--- config.mk ---
export PLATFORM = sky130hd
export DESIGN_NAME = pipe_ctrl
export DESIGN_NICKNAME = d
export VERILOG_FILES = /design/src/rtl/pipe_ctrl_pkg.sv /design/src/rtl/pipe_hazard_match.sv /design/src/rtl/pipe_ctrl.sv
export SDC_FILE = /design/constraint.sdc
export NUM_CORES = 1
export LEC_CHECK = 0
export ABC_CLOCK_PERIOD_IN_PS = 3800
export BUFFER_PORTS_ARGS = -buffer_cell sky130_fd_sc_hd__buf_4
export CORE_ASPECT_RATIO = 1.5
export CORE_UTILIZATION = 50
export CTS_CLUSTER_SIZE = 24
export DETAILED_ROUTE_END_ITERATION = 8
export PLACE_DENSITY = 0.76
export SLEW_MARGIN = 10
export SYNTH_ARGS = -nofsm -noshare
export SYNTH_HDL_FRONTEND = slang
export SYNTH_SLANG_ARGS = --single-unit
--- constraint.sdc ---
create_clock -name clk -period 3.8 [get_ports clk]
set_input_delay 0.57 -clock clk [delete_from_list [all_inputs] [get_ports clk]]
set_output_delay 0.57 -clock clk [all_outputs]
set_load 0.01 [all_outputs]
--- src/rtl/pipe_ctrl_pkg.sv ---
// Shared types and limits for the pipeline control unit and its hazard matcher.
package pipe_ctrl_pkg;

    localparam int unsigned MinStages = 4;
    localparam int unsigned MaxStages = 16;
    localparam int unsigned MaxRegW   = 8;
    localparam int unsigned MaxSelW   = $clog2(MaxStages);

    typedef logic [MaxSelW-1:0] fwd_sel_t;

    // Destination bookkeeping carried alongside each in-flight instruction.
    typedef struct packed {
        logic [MaxRegW-1:0] rd;
        logic               we;
        logic               is_load;
    } pipe_rec_t;

    function automatic pipe_rec_t mk_rec(input logic [MaxRegW-1:0] rd,
                                         input logic               we,
                                         input logic               is_load);
        pipe_rec_t r;
        r.rd      = rd;
        r.we      = we;
        r.is_load = is_load;
        return r;
    endfunction

endpackage

--- src/rtl/pipe_hazard_match.sv ---
// Youngest-producer finder for one decode source operand.
module pipe_hazard_match
    import pipe_ctrl_pkg::*;
#(
    parameter int unsigned NSTAGE = 5,
    parameter int unsigned REGW   = 5,
    parameter int unsigned SelW   = $clog2(NSTAGE)
) (
    input  logic      [NSTAGE-1:2] valid_i,
    input  pipe_rec_t [NSTAGE-1:2] rec_i,
    input  logic      [REGW-1:0]   rs_i,
    input  logic                   use_i,
    output logic      [SelW-1:0]   sel_o,
    output logic                   load_hit_o
);

    // Walk oldest to youngest so the last hit written is the youngest producer.
    always_comb begin
        sel_o      = '0;
        load_hit_o = 1'b0;
        for (int j = int'(NSTAGE) - 1; j >= 2; j--) begin
            if (valid_i[j] && rec_i[j].we && use_i && (rs_i != '0) &&
                (rec_i[j].rd == MaxRegW'(rs_i))) begin
                sel_o      = SelW'(j);
                load_hit_o = rec_i[j].is_load;
            end
        end
    end

endmodule

--- src/rtl/pipe_ctrl.sv ---
// Elastic per-stage pipeline control: advance enables, forwarding selects,
// load-use interlock, jump squash and retire counting.
module pipe_ctrl
    import pipe_ctrl_pkg::*;
#(
    parameter int unsigned NSTAGE      = 5,
    parameter int unsigned REGW        = 5,
    parameter int unsigned LOAD_STAGE  = 3,
    parameter int unsigned FLUSH_STAGE = 3,
    parameter int unsigned CNTW        = 64,
    localparam int unsigned SelW       = $clog2(NSTAGE)
) (
    input  logic              clk,
    input  logic              rst,
    input  logic              fetch_valid_i,
    input  logic [NSTAGE-1:0] stage_busy_i,
    input  logic [REGW-1:0]   dec_rs1_i,
    input  logic [REGW-1:0]   dec_rs2_i,
    input  logic              dec_use_rs1_i,
    input  logic              dec_use_rs2_i,
    input  logic [REGW-1:0]   dec_rd_i,
    input  logic              dec_rd_we_i,
    input  logic              dec_is_load_i,
    input  logic              flush_i,
    output logic [NSTAGE-1:0] stage_valid_o,
    output logic [NSTAGE-1:0] stage_adv_o,
    output logic              fetch_ready_o,
    output logic [SelW-1:0]   fwd_sel1_o,
    output logic [SelW-1:0]   fwd_sel2_o,
    output logic              load_use_stall_o,
    output logic [CNTW-1:0]   retire_cnt_o
);

    localparam int LastI  = int'(NSTAGE) - 1;
    localparam int FlushI = int'(FLUSH_STAGE);

    if (NSTAGE < MinStages || NSTAGE > MaxStages || REGW > MaxRegW ||
        LOAD_STAGE < 2 || LOAD_STAGE > NSTAGE - 2 ||
        FLUSH_STAGE < 2 || FLUSH_STAGE > NSTAGE - 1) begin : g_bad_param
        $error("pipe_ctrl: illegal parameter combination");
    end

    logic      [NSTAGE-1:1] valid_q, valid_d;
    pipe_rec_t [NSTAGE-1:2] rec_q, rec_d;
    logic      [CNTW-1:0]   retire_cnt_q, retire_cnt_d;

    logic [NSTAGE-1:0] valid_all;
    logic [NSTAGE-1:0] adv;
    logic [SelW-1:0]   sel1, sel2;
    logic              load_hit1, load_hit2;
    logic              load_use_raw;
    logic              flush_hon;
    logic              load_use_stall;

    assign valid_all = {valid_q, fetch_valid_i};

    pipe_hazard_match #(
        .NSTAGE (NSTAGE),
        .REGW   (REGW),
        .SelW   (SelW)
    ) u_match_rs1 (
        .valid_i    (valid_q[NSTAGE-1:2]),
        .rec_i      (rec_q),
        .rs_i       (dec_rs1_i),
        .use_i      (dec_use_rs1_i),
        .sel_o      (sel1),
        .load_hit_o (load_hit1)
    );

    pipe_hazard_match #(
        .NSTAGE (NSTAGE),
        .REGW   (REGW),
        .SelW   (SelW)
    ) u_match_rs2 (
        .valid_i    (valid_q[NSTAGE-1:2]),
        .rec_i      (rec_q),
        .rs_i       (dec_rs2_i),
        .use_i      (dec_use_rs2_i),
        .sel_o      (sel2),
        .load_hit_o (load_hit2)
    );

    // A load matched before it has completed LOAD_STAGE has no data to forward yet.
    assign load_use_raw = (load_hit1 && (32'(sel1) < LOAD_STAGE)) ||
                          (load_hit2 && (32'(sel2) < LOAD_STAGE));

    // Advance resolves from writeback backwards; the flush decision is final
    // once FLUSH_STAGE is evaluated, before any stage it squashes.
    always_comb begin
        adv            = '0;
        flush_hon      = 1'b0;
        load_use_stall = 1'b0;
        adv[LastI]     = valid_all[LastI] & ~stage_busy_i[LastI];
        for (int i = LastI - 1; i >= 0; i--) begin
            if (i < FlushI) begin
                flush_hon = flush_i & adv[FLUSH_STAGE];
            end
            adv[i] = valid_all[i] & ~stage_busy_i[i] & (~valid_all[i+1] | adv[i+1]);
            if (i == 1) begin
                load_use_stall = valid_q[1] & load_use_raw & ~flush_hon;
                adv[i]         = adv[i] & ~load_use_stall;
            end
            if (i < FlushI && flush_hon) begin
                adv[i] = 1'b0;
            end
        end
    end

    always_comb begin
        valid_d      = valid_q;
        rec_d        = rec_q;
        retire_cnt_d = retire_cnt_q;
        for (int i = 1; i <= LastI; i++) begin
            if (adv[i-1]) begin
                valid_d[i] = 1'b1;
            end else if (adv[i]) begin
                valid_d[i] = 1'b0;
            end
        end
        if (flush_hon) begin
            for (int i = 1; i <= FlushI; i++) begin
                valid_d[i] = 1'b0;
            end
        end
        if (adv[1]) begin
            rec_d[2] = mk_rec(MaxRegW'(dec_rd_i), dec_rd_we_i, dec_is_load_i);
        end
        for (int i = 3; i <= LastI; i++) begin
            if (adv[i-1]) begin
                rec_d[i] = rec_q[i-1];
            end
        end
        if (adv[LastI]) begin
            retire_cnt_d = retire_cnt_q + CNTW'(1);
        end
    end

    always_ff @(posedge clk or posedge rst) begin
        if (rst) begin
            valid_q      <= '0;
            rec_q        <= '0;
            retire_cnt_q <= '0;
        end else begin
            valid_q      <= valid_d;
            rec_q        <= rec_d;
            retire_cnt_q <= retire_cnt_d;
        end
    end

    assign stage_valid_o    = valid_all;
    assign stage_adv_o      = adv;
    assign fetch_ready_o    = adv[0];
    assign fwd_sel1_o       = load_use_stall ? '0 : sel1;
    assign fwd_sel2_o       = load_use_stall ? '0 : sel2;
    assign load_use_stall_o = load_use_stall;
    assign retire_cnt_o     = retire_cnt_q;

endmodule
# Word level (Yosys, flattened, before mapping)
# Index checks and enable logic that the tools add are counted.
[classes]
add_sub_neg = 1
n_lt_le_gt_ge = 2
eq_ne = 6
mux = 26
bitwise = 28
reduce_logical = 30
[op_table]
columns = ["op", "count"]
rows = [
  ["$add A64 B1 Y64 const B", 1],
  ["$eq A5 B5 Y1", 6],
  ["$mux W3", 9],
  ["$logic_and A1 B1 Y1", 23],
  ["$mux W1", 17],
  ["$and A1 B1 Y1", 13],
  ["$not A1 Y1", 11],
  ["$reduce_bool A5 Y1", 2],
  ["$reduce_bool A3 Y1", 3],
  ["$lt A3 B2 Y1 const B", 2],
  ["$or A1 B1 Y1", 4],
  ["$reduce_bool A2 Y1", 1],
  ["$logic_or A1 B1 Y1", 1],
]
[totals]
regBits = 89
in_bits = 28
out_inout_bits = 82
wordCells = 107

# Depth between registers and ports, before layout
[logic_depth]
word_depth = 20
depth_mapped = 7
ltp_nobuf = 6

# Hierarchy
# Synthesis repeated with hierarchy kept, for this count alone.
[unflattened]
hier_cells = 443
area_unflattened_um2 = 4739.5
[modules_own_cells]
columns = ["module", "instances", "cells_per_inst", "area_per_inst_um2", "seq_area_each_um2"]
rows = [
  ["pipe_ctrl", 1, 361, 4106.4, 2227.1],
  ["pipe_hazard_match", 2, 41, 316.6, 0.0],
]

# Least setup slack after synthesis
# Ideal clock, no wire load.
[synth_path]
kind = "input -> output"
start = "input port dec_rs2_i[1]"
end = "output port stage_adv_o[0]"
t_arrival_ps = 2135
required_time_ps = 3230
slack_ps = 1095
path_stages = 7
path_buffers = 1
path_cell_list = "or4_1 -> o21ai_2 -> nor3_2 -> o21a_4 -> o21ai_0 -> and3b_1 -> buf_4"
[synth_via]
elab_chain_cells = 17
elab_cells_between_ends = 27
cone_classes = "order compare (1); eq/ne (3); mux (8); bitwise (6); reduce/logical (9)"
[synth_rtl]
columns = ["element", "line_no", "rtl"]
rows = [
  ["start: declaration", "pipe_ctrl.sv:18", "input logic [REGW-1:0] dec_rs2_i,"],
  ["$reduce_bool A5 Y1", "pipe_hazard_match.sv:22", "if (valid_i[j] && rec_i[j].we && use_i && (rs_i != '0) &&"],
  ["$logic_and A1 B1 Y1 (2 in a row)", "pipe_hazard_match.sv:22", ""],
  ["$mux W3 (3 in a row)", "pipe_hazard_match.sv:22", ""],
  ["$lt A3 B2 Y1", "pipe_ctrl.sv:85", "(load_hit2 && (32'(sel2) < LOAD_STAGE));"],
  ["$logic_and A1 B1 Y1 *", "pipe_ctrl.sv:85", ""],
  ["$logic_or A1 B1 Y1 *", "pipe_ctrl.sv:84", "assign load_use_raw = (load_hit1 && (32'(sel1) < LOAD_STAGE)) ||"],
  ["$and A1 B1 Y1 * (2 in a row)", "pipe_ctrl.sv:100", "load_use_stall = valid_q[1] & load_use_raw & ~flush_hon;"],
  ["named net load_use_stall_o", "pipe_ctrl.sv:30", "output logic load_use_stall_o,"],
  ["$not A1 Y1 *", "pipe_ctrl.sv:101", "adv[i] = adv[i] & ~load_use_stall;"],
  ["$and A1 B1 Y1 *", "pipe_ctrl.sv:101", ""],
  ["$mux W1 *", "pipe_ctrl.sv:103", "if (i < FlushI && flush_hon) begin"],
  ["$or A1 B1 Y1 *", "pipe_ctrl.sv:98", "adv[i] = valid_all[i] & ~stage_busy_i[i] & (~valid_all[i+1] | adv[i+1]);"],
  ["$and A1 B1 Y1 *", "pipe_ctrl.sv:98", ""],
  ["$mux W1 *", "pipe_ctrl.sv:103", ""],
  ["end: declaration", "pipe_ctrl.sv:26", "output logic [NSTAGE-1:0] stage_adv_o,"],
]
# The timed path passes the listed nets; every way through them passes the cells marked *.

# Final worst setup path
[layout_path]
start = "register rec_q[3] (netlist name)"
end = "output port stage_adv_o[1]"
[layout_via]
elab_chain_cells = 11
elab_cells_between_ends = 18
cone_classes = "order compare (2); eq/ne (2); mux (5); bitwise (4); reduce/logical (5)"
[layout_rtl]
columns = ["element", "line_no", "rtl"]
rows = [
  ["start: declaration", "pipe_ctrl.sv:44", "pipe_rec_t [NSTAGE-1:2] rec_q, rec_d;"],
  ["start signal: assignment", "pipe_ctrl.sv:145", "rec_q <= rec_d;"],
  ["$eq A5 B5 Y1", "pipe_hazard_match.sv:23", "(rec_i[j].rd == MaxRegW'(rs_i))) begin"],
  ["$logic_and A1 B1 Y1", "pipe_hazard_match.sv:22", ""],
  ["$mux W3", "pipe_hazard_match.sv:22", ""],
  ["$lt A3 B2 Y1, on equally long branches", "pipe_ctrl.sv:84, pipe_ctrl.sv:85", ""],
  ["$logic_and A1 B1 Y1, on equally long branches", "pipe_ctrl.sv:84, pipe_ctrl.sv:85", ""],
  ["$logic_or A1 B1 Y1 *", "pipe_ctrl.sv:84", ""],
  ["$and A1 B1 Y1 * (2 in a row)", "pipe_ctrl.sv:100", ""],
  ["$not A1 Y1 *", "pipe_ctrl.sv:101", ""],
  ["$and A1 B1 Y1 *", "pipe_ctrl.sv:101", ""],
  ["$mux W1 *", "pipe_ctrl.sv:103", ""],
]
# Every way passes the cells marked *; elsewhere a longest branch is shown, timed or not.

==> impl_metrics.yaml <==
critical_path:
  critPathTopFamily: "simple AND/OR/NAND/NOR gates"
  crit_slowest_cell: "nor3_1"
  worstSetupStartpointType: "flop"
  reg2reg_from: "valid_q[4]"
  cp.required_ns: 3.23
  end_kind: "output pin"
  crit_start: "rec_q[3]"
  reg2reg_slack_ns: 1.27
  reg2reg_to: "retire_cnt_o[54]"
  max_stage_delay_ns: 0.46
  r2r_cells: 6
  critPathKind: "flop to output pin"
  worstPathArrival_ns: 2.38
  cp_num_buf_inv: 2
  cp_max_fo: 8
  path_cells: "xnor2_1, nand4_1, nor3_1, o21a_4, or2_1, inv_1, buf_4"
detailed_routing:
  postRouteAntennaNets: 0
  dr.pass1.iters: 4
  top_layer_used: "met4"
  routedWlPerCell_um: 16.4
  vias_per_cell: 5.50
  drt_wl_total_um: 10100
  dr_total_vias: 3381
  dr_wl_met3_um: 473
  dr.first_iter.drc_count: 201
  drc: 0
  wl_met1_um: 4030
  wl_met2_um: 5350
sta:
  fin_crit_ns: 2.95
  finalSetupViolCount: 0
  max-slew-margin-rel_pct: 56.3
  skew_ns: 0.00565
  rsz0062_at_grt: "false"
  setup_tns_ns: 0
  fin_crit_sh_pct: 77.7
  drv_slew: 0
  finalHoldViolCount: 0
  worst_slew_pin_slew_ns: 0.649
  max_freq_mhz: 339
cts:
  numCtsBuffers: 9
  htreeDepth: 3
  cts_root_buffer: "clkbuf_16"
  postCtsHoldBufs: 0
  clockBufferDepth: 2
  cts_resized: 0
  clk_pin_slew_ns: 0.06
  cts_tree: "yes"
  post_cts_buffers: 0
  clkLatencyLatePin_ns: 0.33
  numClockSinks: 87
logic_synthesis:
  syn_nets: 417
  yosysMostFrequentCell: "dfrtp_1"
  synth_top_area_share_pct: 50.5
  synth_largest_area_cell: "dfrtp_1"
  ys_seq_elements: 87
  synthFlopType: "dfrtp_1"
  synth-edff-count: 0
  synth.avg_cell_area_sq_um: 11.1
  synth_cells: 388
  async_reset_ff_share_pct: 100
  ys_types: 39
  ys_warn_count: 0
  synth_area_sq_um: 4310
  synth.area.top_cells: "dfrtp_1 51%, xnor2_1 16%, nand4_1 4.2%"
  ys_seq_area_share_pct: 50.5
  synth_commonest_cells: "87 x dfrtp_1, 77 x xnor2_1, 33 x nand2_1, 29 x nand4_1, 25 x nand3_1"
floorplan:
  core_area_sq_um: 8360
  die_width_um: 77.8
  num_rows: 41
  die_h_um: 116
  start_util_pct: 51.5
  dieArea_sq_um: 9000
  ios: 110
placement:
  io_buffer_count: 109
  dp.final_hpwl_um: 7580
  place.gp.congestion: 0.932
global_routing:
  overflow: 0
  antenna_found_initial: 0
  grt_max_degree: 51
  grt_pass1_vias: 3379
  groute.usage.overall_pct: 23.7
  grt_pass1_wl_um: 16400
hold_path:
  holdCritPathClass: "input pin to async pin"
finish:
  n_antenna_cell: 0
  area_growth_pct: 27.7
  final_nets: 532
  layout-drive-gt1-share_pct: 30.3
pwr:
  finalPower_mw: 2.76
  power_density_nw_per_um2: 502
  ir_drop_mv: 0.380
  p_leak_nw: 2.63
run:
  maxCapViolCount: 0
status:
  status: "completed"
==> metrics by stage <==
step                std cells  cell area (sq um)  util [%]  setup WS (ns)  hold WS (ns)
CTS                       615               5500      65.8          0.825         0.362
floorplan                 388               4310         -          0.980         0.453
finish                    615               5500      65.8          0.847         0.345
global placement          599               5240      62.7          0.869         0.466
global route              615               5500      65.8          0.676         0.395
detailed placement        599               5240      62.7          0.863         0.468
==> metal layers <==
metal  global-route usage (%)  vias up
met3                     4.49       20
met5                        0        -
met1                     27.9     1655
met4                     10.9        0
li1                         -     1591
met2                     41.9      115
==> how the worst max path moves through the flow <==
| stage | endpoint | cells past startpoint | slack, ns |
|---|---|---|---|
| 2_1_floorplan | rec_q[0] | 1 | 0.98 |
| 3_3_place_gp | stage_adv_o[1] | 8 | 0.87 |
| 3_5_place_dp | stage_adv_o[1] | 8 | 0.86 |
| 4_1_cts | stage_adv_o[1] | 7 | 0.82 |
| 5_1_grt | stage_adv_o[1] | 7 | 0.68 |
| 6_report | stage_adv_o[1] | 7 | 0.85 |
==> registers in the layout, summed over array words and instances, names as in the netlist <==
register / count
rec_q: 19
retire_cnt_o: 64
valid_q: 4
==> cells by family after synthesis <==
| family | synth area share, % |
|---|---|
| xor gates and xnor gates | 18.9 |
| muxes | 5.49 |
| and+or+nand+nor | 20.9 |
| buffers and inverters | 1.71 |
| AOI/OAI and AO/OA | 2.21 |
| DFF | 50.5 |
| adders and majority gates | 0.290 |
==> cell usage in the layout, fill, tap and decap left out, types with 2 or more instances in the layout <==
master	count
a21oi_1	4
and3_1	18
and4_1	11
buf_4	112
clkbuf_16	9
clkinv_2	5
dfrtp_1	87
inv_1	6
mux2_2	13
mux2_4	6
nand2_1	33
nand3_1	25
nand4_1	29
nand4b_1	2
nor2_1	17
nor2b_1	4
nor3_1	4
nor4_1	3
o21ai_0	5
o21ai_2	2
or4_1	2
xnor2_1	77
xor2_1	16
==> worst reg2reg max path, stage by stage, from the launching register on <==
cell	delay, ns
dfrtp_1	0.45
and4b_1	0.29
and4_1	0.43
nand4_1	0.41
nor2_1	0.50
nand3_1	0.18
xnor2_1	0.15
==> report_power, final <==
part	internal [mW]	total, mW	switching (mW)
registers	1.07	1.30	0.226
clock network	0.441	0.799	0.359
logic	0.394	0.664	0.269
total	1.91	2.76	0.854
==> layout make-up <==
cell class / count / area, sq um
fillers: 699 / 2860
flip-flops and latches: 87 / 2180
multi-input cells: 286 / 2060
repair buffers: 112 / 841
clock buffers: 10 / 229
well taps: 107 / 134
clock inverters: 6 / 36.3
inverters: 7 / 27.5
No activity file was read; power rests on OpenSTA's default activity.
